===== src/rtl/hazard_pkg.sv =====
// ---------------------------------------------------------------------------
// hazard_pkg
// Shared definitions for the MIPS32 hazard/forwarding controller:
//   - ALU operand forward-select encodings
//   - load-use stall FSM state encoding
// ---------------------------------------------------------------------------
package hazard_pkg;

    localparam logic [1:0] FWD_RF     = 2'b00;  // operand from register file
    localparam logic [1:0] FWD_MEM_WB = 2'b01;  // operand from MEM_WB write data
    localparam logic [1:0] FWD_EX_MEM = 2'b10;  // operand from EX_MEM ALU result

    typedef enum logic {
        ST_RUN   = 1'b0,
        ST_STALL = 1'b1
    } state_t;

endpackage


===== src/rtl/hazard_ctrl_unit_if.sv =====
// ---------------------------------------------------------------------------
// hazard_ctrl_unit_if
// Bundle of pipeline-side signals seen by the hazard controller.
//   master : pipeline side (drives stage register fields, receives controls)
//   slave  : hazard controller
// Inputs to the controller : id_rs, id_rt, id_uses_rt, ex_rs, ex_rt, ex_rd,
//   ex_reg_write, ex_mem_read, mem_rd, mem_reg_write, wb_rd, wb_reg_write,
//   branch_taken
// Outputs of the controller: forward_a/b, pc_write, if_id_write,
//   id_ex_bubble, if_id_flush, id_ex_flush, ex_mem_flush, stall_cnt, flush_cnt
// ---------------------------------------------------------------------------
interface hazard_ctrl_unit_if #(
    parameter int REG_AW = 5,
    parameter int CNT_W  = 32
);
    logic [REG_AW-1:0] id_rs;
    logic [REG_AW-1:0] id_rt;
    logic              id_uses_rt;
    logic [REG_AW-1:0] ex_rs;
    logic [REG_AW-1:0] ex_rt;
    logic [REG_AW-1:0] ex_rd;
    logic              ex_reg_write;
    logic              ex_mem_read;
    logic [REG_AW-1:0] mem_rd;
    logic              mem_reg_write;
    logic [REG_AW-1:0] wb_rd;
    logic              wb_reg_write;
    logic              branch_taken;

    logic [1:0]        forward_a;
    logic [1:0]        forward_b;
    logic              pc_write;
    logic              if_id_write;
    logic              id_ex_bubble;
    logic              if_id_flush;
    logic              id_ex_flush;
    logic              ex_mem_flush;
    logic [CNT_W-1:0]  stall_cnt;
    logic [CNT_W-1:0]  flush_cnt;

    modport master (
        output id_rs, id_rt, id_uses_rt, ex_rs, ex_rt, ex_rd, ex_reg_write,
               ex_mem_read, mem_rd, mem_reg_write, wb_rd, wb_reg_write,
               branch_taken,
        input  forward_a, forward_b, pc_write, if_id_write, id_ex_bubble,
               if_id_flush, id_ex_flush, ex_mem_flush, stall_cnt, flush_cnt
    );

    modport slave (
        input  id_rs, id_rt, id_uses_rt, ex_rs, ex_rt, ex_rd, ex_reg_write,
               ex_mem_read, mem_rd, mem_reg_write, wb_rd, wb_reg_write,
               branch_taken,
        output forward_a, forward_b, pc_write, if_id_write, id_ex_bubble,
               if_id_flush, id_ex_flush, ex_mem_flush, stall_cnt, flush_cnt
    );

endinterface


===== src/rtl/hazard_ctrl_unit_forward_unit.sv =====
// ---------------------------------------------------------------------------
// forward_unit
// Combinational ALU operand forward select for one source register.
//   i_src           source register of the EX-stage instruction
//   i_mem_rd/_we    EX_MEM destination and RegWrite
//   i_wb_rd/_we     MEM_WB destination and RegWrite
//   o_sel           FWD_RF / FWD_EX_MEM / FWD_MEM_WB
// The younger EX_MEM result has priority over MEM_WB; $0 is never forwarded.
// ---------------------------------------------------------------------------
module forward_unit
    import hazard_pkg::*;
#(
    parameter int REG_AW = 5
) (
    input  logic [REG_AW-1:0] i_src,
    input  logic [REG_AW-1:0] i_mem_rd,
    input  logic              i_mem_reg_write,
    input  logic [REG_AW-1:0] i_wb_rd,
    input  logic              i_wb_reg_write,
    output logic [1:0]        o_sel
);

    always_comb begin
        o_sel = FWD_RF;
        if (i_src != '0) begin
            if (i_mem_reg_write && (i_mem_rd == i_src)) begin
                o_sel = FWD_EX_MEM;
            end else if (i_wb_reg_write && (i_wb_rd == i_src)) begin
                o_sel = FWD_MEM_WB;
            end
        end
    end

endmodule


===== src/rtl/hazard_ctrl_unit.sv =====
// ---------------------------------------------------------------------------
// hazard_ctrl_unit
// Hazard and forwarding controller for the 5-stage MIPS32 pipeline.
//   clk    rising-edge clock
//   reset  synchronous, active-high
//   bus    hazard_ctrl_unit_if.slave (stage fields in, pipeline controls out)
// Produces operand forward selects, load-use stalls of LOAD_LAT bubbles,
// RAW stalls when forwarding is disabled, taken-branch flushes (branches
// resolve in MEM) and saturating stall/flush event counters.
// ---------------------------------------------------------------------------
module hazard_ctrl_unit
    import hazard_pkg::*;
#(
    parameter int REG_AW    = 5,
    parameter int LOAD_LAT  = 1,
    parameter int FWD_EN    = 1,
    parameter int RF_BYPASS = 1,
    parameter int CNT_W     = 32
) (
    input  logic            clk,
    input  logic            reset,
    hazard_ctrl_unit_if.slave bus
);

    // Remaining STALL cycles after the first (Mealy) stall cycle in RUN.
    localparam logic [2:0]       STALL_INIT = (LOAD_LAT > 1) ? 3'(LOAD_LAT - 2) : '0;
    localparam logic [CNT_W-1:0] CNT_ONE    = {{(CNT_W-1){1'b0}}, 1'b1};

    state_t            r_state;
    state_t            w_state_nxt;
    logic [2:0]        r_cnt;
    logic [2:0]        w_cnt_nxt;
    logic [CNT_W-1:0]  r_stall_cnt;
    logic [CNT_W-1:0]  r_flush_cnt;

    logic [1:0]        w_fwd_a;
    logic [1:0]        w_fwd_b;
    logic              w_load_use;
    logic              w_raw_stall;
    logic              w_fsm_stall;
    logic              w_pc_write;
    logic              w_if_id_write;
    logic              w_bubble;
    logic              w_flush;

    function automatic logic f_raw(input logic [REG_AW-1:0] i_src,
                                   input logic [REG_AW-1:0] i_rd,
                                   input logic              i_we);
        return i_we && (i_src != '0) && (i_src == i_rd);
    endfunction

    forward_unit #(.REG_AW(REG_AW)) u_fwd_a (
        .i_src          (bus.ex_rs),
        .i_mem_rd       (bus.mem_rd),
        .i_mem_reg_write(bus.mem_reg_write),
        .i_wb_rd        (bus.wb_rd),
        .i_wb_reg_write (bus.wb_reg_write),
        .o_sel          (w_fwd_a)
    );

    forward_unit #(.REG_AW(REG_AW)) u_fwd_b (
        .i_src          (bus.ex_rt),
        .i_mem_rd       (bus.mem_rd),
        .i_mem_reg_write(bus.mem_reg_write),
        .i_wb_rd        (bus.wb_rd),
        .i_wb_reg_write (bus.wb_reg_write),
        .o_sel          (w_fwd_b)
    );

    assign w_load_use = bus.ex_mem_read && (bus.ex_rd != '0) &&
                        ((bus.ex_rd == bus.id_rs) ||
                         (bus.id_uses_rt && (bus.ex_rd == bus.id_rt)));

    // Without forwarding, any in-flight writer of an ID source holds ID.
    // rt only counts when the ID instruction actually reads it.
    always_comb begin
        logic w_rs_dep;
        logic w_rt_dep;
        w_rs_dep = f_raw(bus.id_rs, bus.ex_rd,  bus.ex_reg_write) ||
                   f_raw(bus.id_rs, bus.mem_rd, bus.mem_reg_write) ||
                   ((RF_BYPASS == 0) && f_raw(bus.id_rs, bus.wb_rd, bus.wb_reg_write));
        w_rt_dep = f_raw(bus.id_rt, bus.ex_rd,  bus.ex_reg_write) ||
                   f_raw(bus.id_rt, bus.mem_rd, bus.mem_reg_write) ||
                   ((RF_BYPASS == 0) && f_raw(bus.id_rt, bus.wb_rd, bus.wb_reg_write));
        w_raw_stall = (FWD_EN == 0) && (w_rs_dep || (bus.id_uses_rt && w_rt_dep));
    end

    // Load-use FSM: next state and its own stall request.
    always_comb begin
        w_state_nxt = r_state;
        w_cnt_nxt   = r_cnt;
        w_fsm_stall = 1'b0;
        unique case (r_state)
            ST_RUN: begin
                if (w_load_use) begin
                    w_fsm_stall = 1'b1;
                    if (LOAD_LAT > 1) begin
                        w_state_nxt = ST_STALL;
                        w_cnt_nxt   = STALL_INIT;
                    end
                end
            end
            ST_STALL: begin
                w_fsm_stall = 1'b1;
                if (r_cnt == '0) begin
                    w_state_nxt = ST_RUN;
                end else begin
                    w_cnt_nxt = r_cnt - 3'd1;
                end
            end
            default: w_state_nxt = ST_RUN;
        endcase
        if (bus.branch_taken) begin
            w_state_nxt = ST_RUN;
            w_cnt_nxt   = '0;
        end
    end

    // Pipeline controls: reset > taken branch > stall > idle.
    always_comb begin
        w_pc_write    = 1'b1;
        w_if_id_write = 1'b1;
        w_bubble      = 1'b0;
        w_flush       = 1'b0;
        if (reset) begin
            w_pc_write    = 1'b0;
            w_if_id_write = 1'b0;
            w_flush       = 1'b1;
        end else if (bus.branch_taken) begin
            w_flush       = 1'b1;
        end else if (w_fsm_stall || w_raw_stall) begin
            w_pc_write    = 1'b0;
            w_if_id_write = 1'b0;
            w_bubble      = 1'b1;
        end
    end

    always_ff @(posedge clk) begin
        if (reset) begin
            r_state     <= ST_RUN;
            r_cnt       <= '0;
            r_stall_cnt <= '0;
            r_flush_cnt <= '0;
        end else begin
            r_state <= w_state_nxt;
            r_cnt   <= w_cnt_nxt;
            if (!w_pc_write && (r_stall_cnt != '1)) begin
                r_stall_cnt <= r_stall_cnt + CNT_ONE;
            end
            if (bus.branch_taken && (r_flush_cnt != '1)) begin
                r_flush_cnt <= r_flush_cnt + CNT_ONE;
            end
        end
    end

    assign bus.forward_a    = ((FWD_EN == 0) || reset) ? FWD_RF : w_fwd_a;
    assign bus.forward_b    = ((FWD_EN == 0) || reset) ? FWD_RF : w_fwd_b;
    assign bus.pc_write     = w_pc_write;
    assign bus.if_id_write  = w_if_id_write;
    assign bus.id_ex_bubble = w_bubble;
    assign bus.if_id_flush  = w_flush;
    assign bus.id_ex_flush  = w_flush;
    assign bus.ex_mem_flush = w_flush;
    assign bus.stall_cnt    = r_stall_cnt;
    assign bus.flush_cnt    = r_flush_cnt;

endmodule


===== src/flat_wrapper.sv =====
// flat-port wrapper written by rule: the top's interface ports become plain ports
module hazard_ctrl_unit_flat import hazard_pkg::*;
#(
    parameter int REG_AW    = 5,
    parameter int LOAD_LAT  = 1,
    parameter int FWD_EN    = 1,
    parameter int RF_BYPASS = 1,
    parameter int CNT_W     = 32
)
  (clk, reset, bus_id_rs, bus_id_rt, bus_id_uses_rt, bus_ex_rs, bus_ex_rt, bus_ex_rd, bus_ex_reg_write, bus_ex_mem_read, bus_mem_rd, bus_mem_reg_write, bus_wb_rd, bus_wb_reg_write, bus_branch_taken, bus_forward_a, bus_forward_b, bus_pc_write, bus_if_id_write, bus_id_ex_bubble, bus_if_id_flush, bus_id_ex_flush, bus_ex_mem_flush, bus_stall_cnt, bus_flush_cnt);
  hazard_ctrl_unit_if #(.REG_AW(REG_AW), .CNT_W(CNT_W)) bus_i ();
  input  logic clk;
  input  logic reset;
  input wire logic [$bits(bus_i.id_rs)-1:0] bus_id_rs;
  input wire logic [$bits(bus_i.id_rt)-1:0] bus_id_rt;
  input wire logic [$bits(bus_i.id_uses_rt)-1:0] bus_id_uses_rt;
  input wire logic [$bits(bus_i.ex_rs)-1:0] bus_ex_rs;
  input wire logic [$bits(bus_i.ex_rt)-1:0] bus_ex_rt;
  input wire logic [$bits(bus_i.ex_rd)-1:0] bus_ex_rd;
  input wire logic [$bits(bus_i.ex_reg_write)-1:0] bus_ex_reg_write;
  input wire logic [$bits(bus_i.ex_mem_read)-1:0] bus_ex_mem_read;
  input wire logic [$bits(bus_i.mem_rd)-1:0] bus_mem_rd;
  input wire logic [$bits(bus_i.mem_reg_write)-1:0] bus_mem_reg_write;
  input wire logic [$bits(bus_i.wb_rd)-1:0] bus_wb_rd;
  input wire logic [$bits(bus_i.wb_reg_write)-1:0] bus_wb_reg_write;
  input wire logic [$bits(bus_i.branch_taken)-1:0] bus_branch_taken;
  output wire logic [$bits(bus_i.forward_a)-1:0] bus_forward_a;
  output wire logic [$bits(bus_i.forward_b)-1:0] bus_forward_b;
  output wire logic [$bits(bus_i.pc_write)-1:0] bus_pc_write;
  output wire logic [$bits(bus_i.if_id_write)-1:0] bus_if_id_write;
  output wire logic [$bits(bus_i.id_ex_bubble)-1:0] bus_id_ex_bubble;
  output wire logic [$bits(bus_i.if_id_flush)-1:0] bus_if_id_flush;
  output wire logic [$bits(bus_i.id_ex_flush)-1:0] bus_id_ex_flush;
  output wire logic [$bits(bus_i.ex_mem_flush)-1:0] bus_ex_mem_flush;
  output wire logic [$bits(bus_i.stall_cnt)-1:0] bus_stall_cnt;
  output wire logic [$bits(bus_i.flush_cnt)-1:0] bus_flush_cnt;
  assign bus_i.id_rs = bus_id_rs;
  assign bus_i.id_rt = bus_id_rt;
  assign bus_i.id_uses_rt = bus_id_uses_rt;
  assign bus_i.ex_rs = bus_ex_rs;
  assign bus_i.ex_rt = bus_ex_rt;
  assign bus_i.ex_rd = bus_ex_rd;
  assign bus_i.ex_reg_write = bus_ex_reg_write;
  assign bus_i.ex_mem_read = bus_ex_mem_read;
  assign bus_i.mem_rd = bus_mem_rd;
  assign bus_i.mem_reg_write = bus_mem_reg_write;
  assign bus_i.wb_rd = bus_wb_rd;
  assign bus_i.wb_reg_write = bus_wb_reg_write;
  assign bus_i.branch_taken = bus_branch_taken;
  assign bus_forward_a = bus_i.forward_a;
  assign bus_forward_b = bus_i.forward_b;
  assign bus_pc_write = bus_i.pc_write;
  assign bus_if_id_write = bus_i.if_id_write;
  assign bus_id_ex_bubble = bus_i.id_ex_bubble;
  assign bus_if_id_flush = bus_i.if_id_flush;
  assign bus_id_ex_flush = bus_i.id_ex_flush;
  assign bus_ex_mem_flush = bus_i.ex_mem_flush;
  assign bus_stall_cnt = bus_i.stall_cnt;
  assign bus_flush_cnt = bus_i.flush_cnt;
  hazard_ctrl_unit #(.REG_AW(REG_AW), .LOAD_LAT(LOAD_LAT), .FWD_EN(FWD_EN), .RF_BYPASS(RF_BYPASS), .CNT_W(CNT_W)) u_core (.clk(clk), .reset(reset), .bus(bus_i));
endmodule

===== config.mk =====
export PLATFORM = sky130hd
export DESIGN_NAME = hazard_ctrl_unit_flat
export DESIGN_NICKNAME = d
export VERILOG_FILES = /design/src/rtl/hazard_pkg.sv /design/src/rtl/hazard_ctrl_unit_if.sv /design/src/rtl/hazard_ctrl_unit_forward_unit.sv /design/src/rtl/hazard_ctrl_unit.sv /design/src/flat_wrapper.sv
export SDC_FILE = /design/constraint.sdc
export NUM_CORES = 1
export LEC_CHECK = 0
export ABC_AREA = 1
export CAP_MARGIN = 15
export CORE_AREA = 2 2 101 79
export CTS_CLUSTER_SIZE = 10
export DETAILED_ROUTE_END_ITERATION = 16
export DIE_AREA = 0 0 103 81
export DONT_BUFFER_PORTS = 1
export PLACE_DENSITY = 0.86
export SYNTH_ARGS = -nofsm -noshare
export SYNTH_HDL_FRONTEND = slang
export SYNTH_SLANG_ARGS = --single-unit

===== constraint.sdc =====
create_clock -name clk -period 2.05 [get_ports clk]
set_input_delay 0 -clock clk [delete_from_list [all_inputs] [get_ports clk]]
set_output_delay 0 -clock clk [all_outputs]
set_load 0.01 [all_outputs]

==> results.toml <==
[run_status]
status = "complete, no violations"

[synthesis]
yosysWarnings = 0
synth_cells = 757
synthArstFlopShare_pct = 0
avgSynthCellArea_um2 = 6.06
synth_seq_area_share_pct = 29.7
synth_cell_types = 40
synthFlopType = "dfxtp_1"
ys_ff_latch = 68
syn_nets = 804
synth_edf_count = 0
syn_area_mm2 = 0.00459

[floorplanning]
placementRows = 28
initial_core_util_pct = 61.2
die-area_mm2 = 0.00834
core_area_mm2 = 0.00750
num_io_pins = 117
die_h_um = 81
die_x_um = 103

[sta]
fmax_mhz = 518
worst_pin_slew_ps = 536
fin_worst_skew_ps = 18.9
slew_viol_final = 0
relSlewSlack_pct = 63.9
worst_slack_ps = 118
finalSetupViolations = 0
post-route-period-util_pct = 94.2
finalHoldViolCount = 0
layout_min_cycle_time_ps = 1930

[clock_tree]
cts.sinks = 68
htree_levels = 3
root_buffer = "clkbuf_8"
clk_pin_slew_worst_paths_ps = 80
cts_buffer_depth = 2
cts-buffers-inserted = 9
clkLatencyLatePin_ps = 350
cts_tree = "built"

[pwr]
peakVddDrop_uv = 382
p_leak_uw = 0.00202
p_per_area_mw_per_mm2 = 524

[routing]
finalWirelength_um = 12900
postRouteAntennaNets = 0
dr_total_vias = 5093
dr.pass1.iters = 6
first_iter_violations = 436
vias_per_cell = 5.65
wire_per_inst_um = 14.3
drc_errors = 0

[setup_path]
slowest_delay_ps = 450
worst_path_dominant_cell_family = "simple AND/OR/NAND/NOR gates"
critPathCaptureType = "flip-flop"
required_ps = 2280
cp_max_fo = 4
cp-start-kind = "flip-flop"
cp_num_buf_inv = 1
slowest_stage = "dfxtp_1"
cp_data_arrival_time_ps = 2160
crit_chain = "nand2_1, nor2_1, inv_1, nor3_1, nand3_1, nor2_1, nand3_1, o21ai_1, nor2_1"
critical_path.most_common_cell = "nor2_1"
critical_path_class = "flip-flop to flip-flop"
reg2regPathDepth = 9
crit_cells = 9

[final_layout]
nets = 839
seq_area_mm2 = 0.00137
syn2layout_area_growth_pct = 12.9
fillCellCount = 652
final_util_pct = 69.1
diodes = 0
multi_input_area_mm2 = 0.00276
final_cell_area_mm2 = 0.00518
layout-drive-gt1-share_pct = 12.8

[global_route]
grt_pass1_vias = 4578
grt_pass1_wl_um = 20000
grt_start_max_net_pins = 30
antenna_found_initial = 0
grt_use_total_pct = 29.9
grt.overflow.total = 0

[min_path]
hold_class = "input pin to output port"
min_path_cells = 1

[placed_design]
dpl_cell_area_mm2 = 0.00486
dp_hpwl_um = 9480
dpl_worst_slack_ps = 143
portBuffers = 0
globalplace.congestion = 0.983

[run]
maxCapViolations = 0
## report_power, final
part | switching (uW) | total (uW) | internal, uW
Combinational | 125 | 196 | 71.1
Sequential | 5.27 | 1330 | 1320
Clock | 578 | 1190 | 609
Total | 708 | 2710 | 2000
## worst register-to-register path, delay by kind of cell (launching register included)
family	cells	cell delay, ps
DFF	1	450
and+or+nand+nor	7	1170
buffers and inverters	1	80
AOI/OAI and AO/OA	1	130
## timing repair
item | 4_1_cts | 5_1_grt
setup endpoints to repair | 0 | 19
resized for setup | 0 | 11
hold buffers | 3 | 0
buffers inserted | 0 | 5
endpoints found under the hold margin | 35 | 0
## logic make-up (layout without fill, tap and decap cells)
family / count (synthesis) / count (layout) / synth area share [%]
and+or+nand+nor: 472 / 473 / 45.4
buffers and inverters: 120 / 159 / 10.8
AOI/OAI and AO/OA: 74 / 74 / 9.41
DFF: 68 / 68 / 29.7
xor gates and xnor gates: 19 / 19 / 3.63
adders and majority gates: 4 / 4 / 1.09
## stage by stage
| step | TNS [ps] | power, uW | cells | hold slack, ps |
|---|---|---|---|---|
| finish | 0 | 2710 | 902 | 55.1 |
| global route | -1.20 | 2800 | 902 | 58.4 |
| CTS | 0 | 2700 | 896 | 54.7 |
| detailed placement | 0 | 1520 | 877 | 59.7 |
| global placement | 0 | 1510 | 877 | 57.1 |
| floorplan | 0 | 1500 | 757 | 172 |
## synthesized netlist by cell type, types with 5 or more instances
| cell type | count | area (um2) |
|---|---|---|
| nand2_1 | 207 | 777 |
| nor2_1 | 145 | 544 |
| inv_1 | 91 | 342 |
| dfxtp_1 | 68 | 1360 |
| nand3_1 | 49 | 245 |
| a21oi_1 | 30 | 150 |
| nor3_1 | 19 | 95.1 |
| o21ai_0 | 16 | 80.1 |
| xor2_1 | 15 | 131 |
| nand4_1 | 12 | 75.1 |
| buf_2 | 8 | 40.0 |
| inv_2 | 8 | 30.0 |
| o21bai_1 | 8 | 60.1 |
| nand2_2 | 7 | 43.8 |
| nor2_2 | 6 | 37.5 |
| buf_4 | 5 | 37.5 |
| nor2_4 | 5 | 56.3 |
## path summary, 6_finish.rpt
kind	start	to	slack, ps
max	u_core.bus.flush_cnt[4]	u_core.bus.flush_cnt[23]	120
min	reset	bus_id_ex_bubble	60
max reg2reg	u_core.bus.flush_cnt[4]	u_core.bus.flush_cnt[23]	120
min reg2reg	u_core.r_cnt[0]	u_core.r_cnt[0]	480
## cell usage in the layout (no fill, tap or decap), types with 4 or more instances in the layout
cell type,count
nand2_2,9
clkbuf_8,10
nand4_1,12
nand2_1,206
o22ai_1,4
a21oi_1,30
inv_2,9
buf_4,39
dfxtp_1,64
o21bai_1,8
nor3_1,18
xor2_1,15
inv_6,4
nor3_2,5
nand3b_1,4
dfxtp_2,4
inv_1,90
nor4_1,4
nor3b_1,4
nand3_1,49
xnor2_1,4
nor2_1,144
o21ai_0,16
nor2_2,7
nor2_4,5
## state kept, by name, summed over array words and instances (netlist names)
register and flops:
u_core.bus.flush_cnt 32, u_core.bus.stall_cnt 32, u_core.r_cnt 3, u_core.r_state 1
## area by class of cell
type / instances / share of cell area [%]
Inverter: 101 / 7.41
Sequential cell: 68 / 26.4
Clock inverter: 6 / 1.35
Multi-Input combinational cell: 570 / 53.3
Timing Repair Buffer: 42 / 6.42
Tap cell: 105 / 2.54
Clock buffer: 10 / 2.66
## routing by layer
layer	wire length, um	global-route usage (%)
met4	325	11.1
met2	6100	50.6
met5	0	0
met3	1320	8.69
met1	5110	36.1
(Power assumes the default switching activity.)
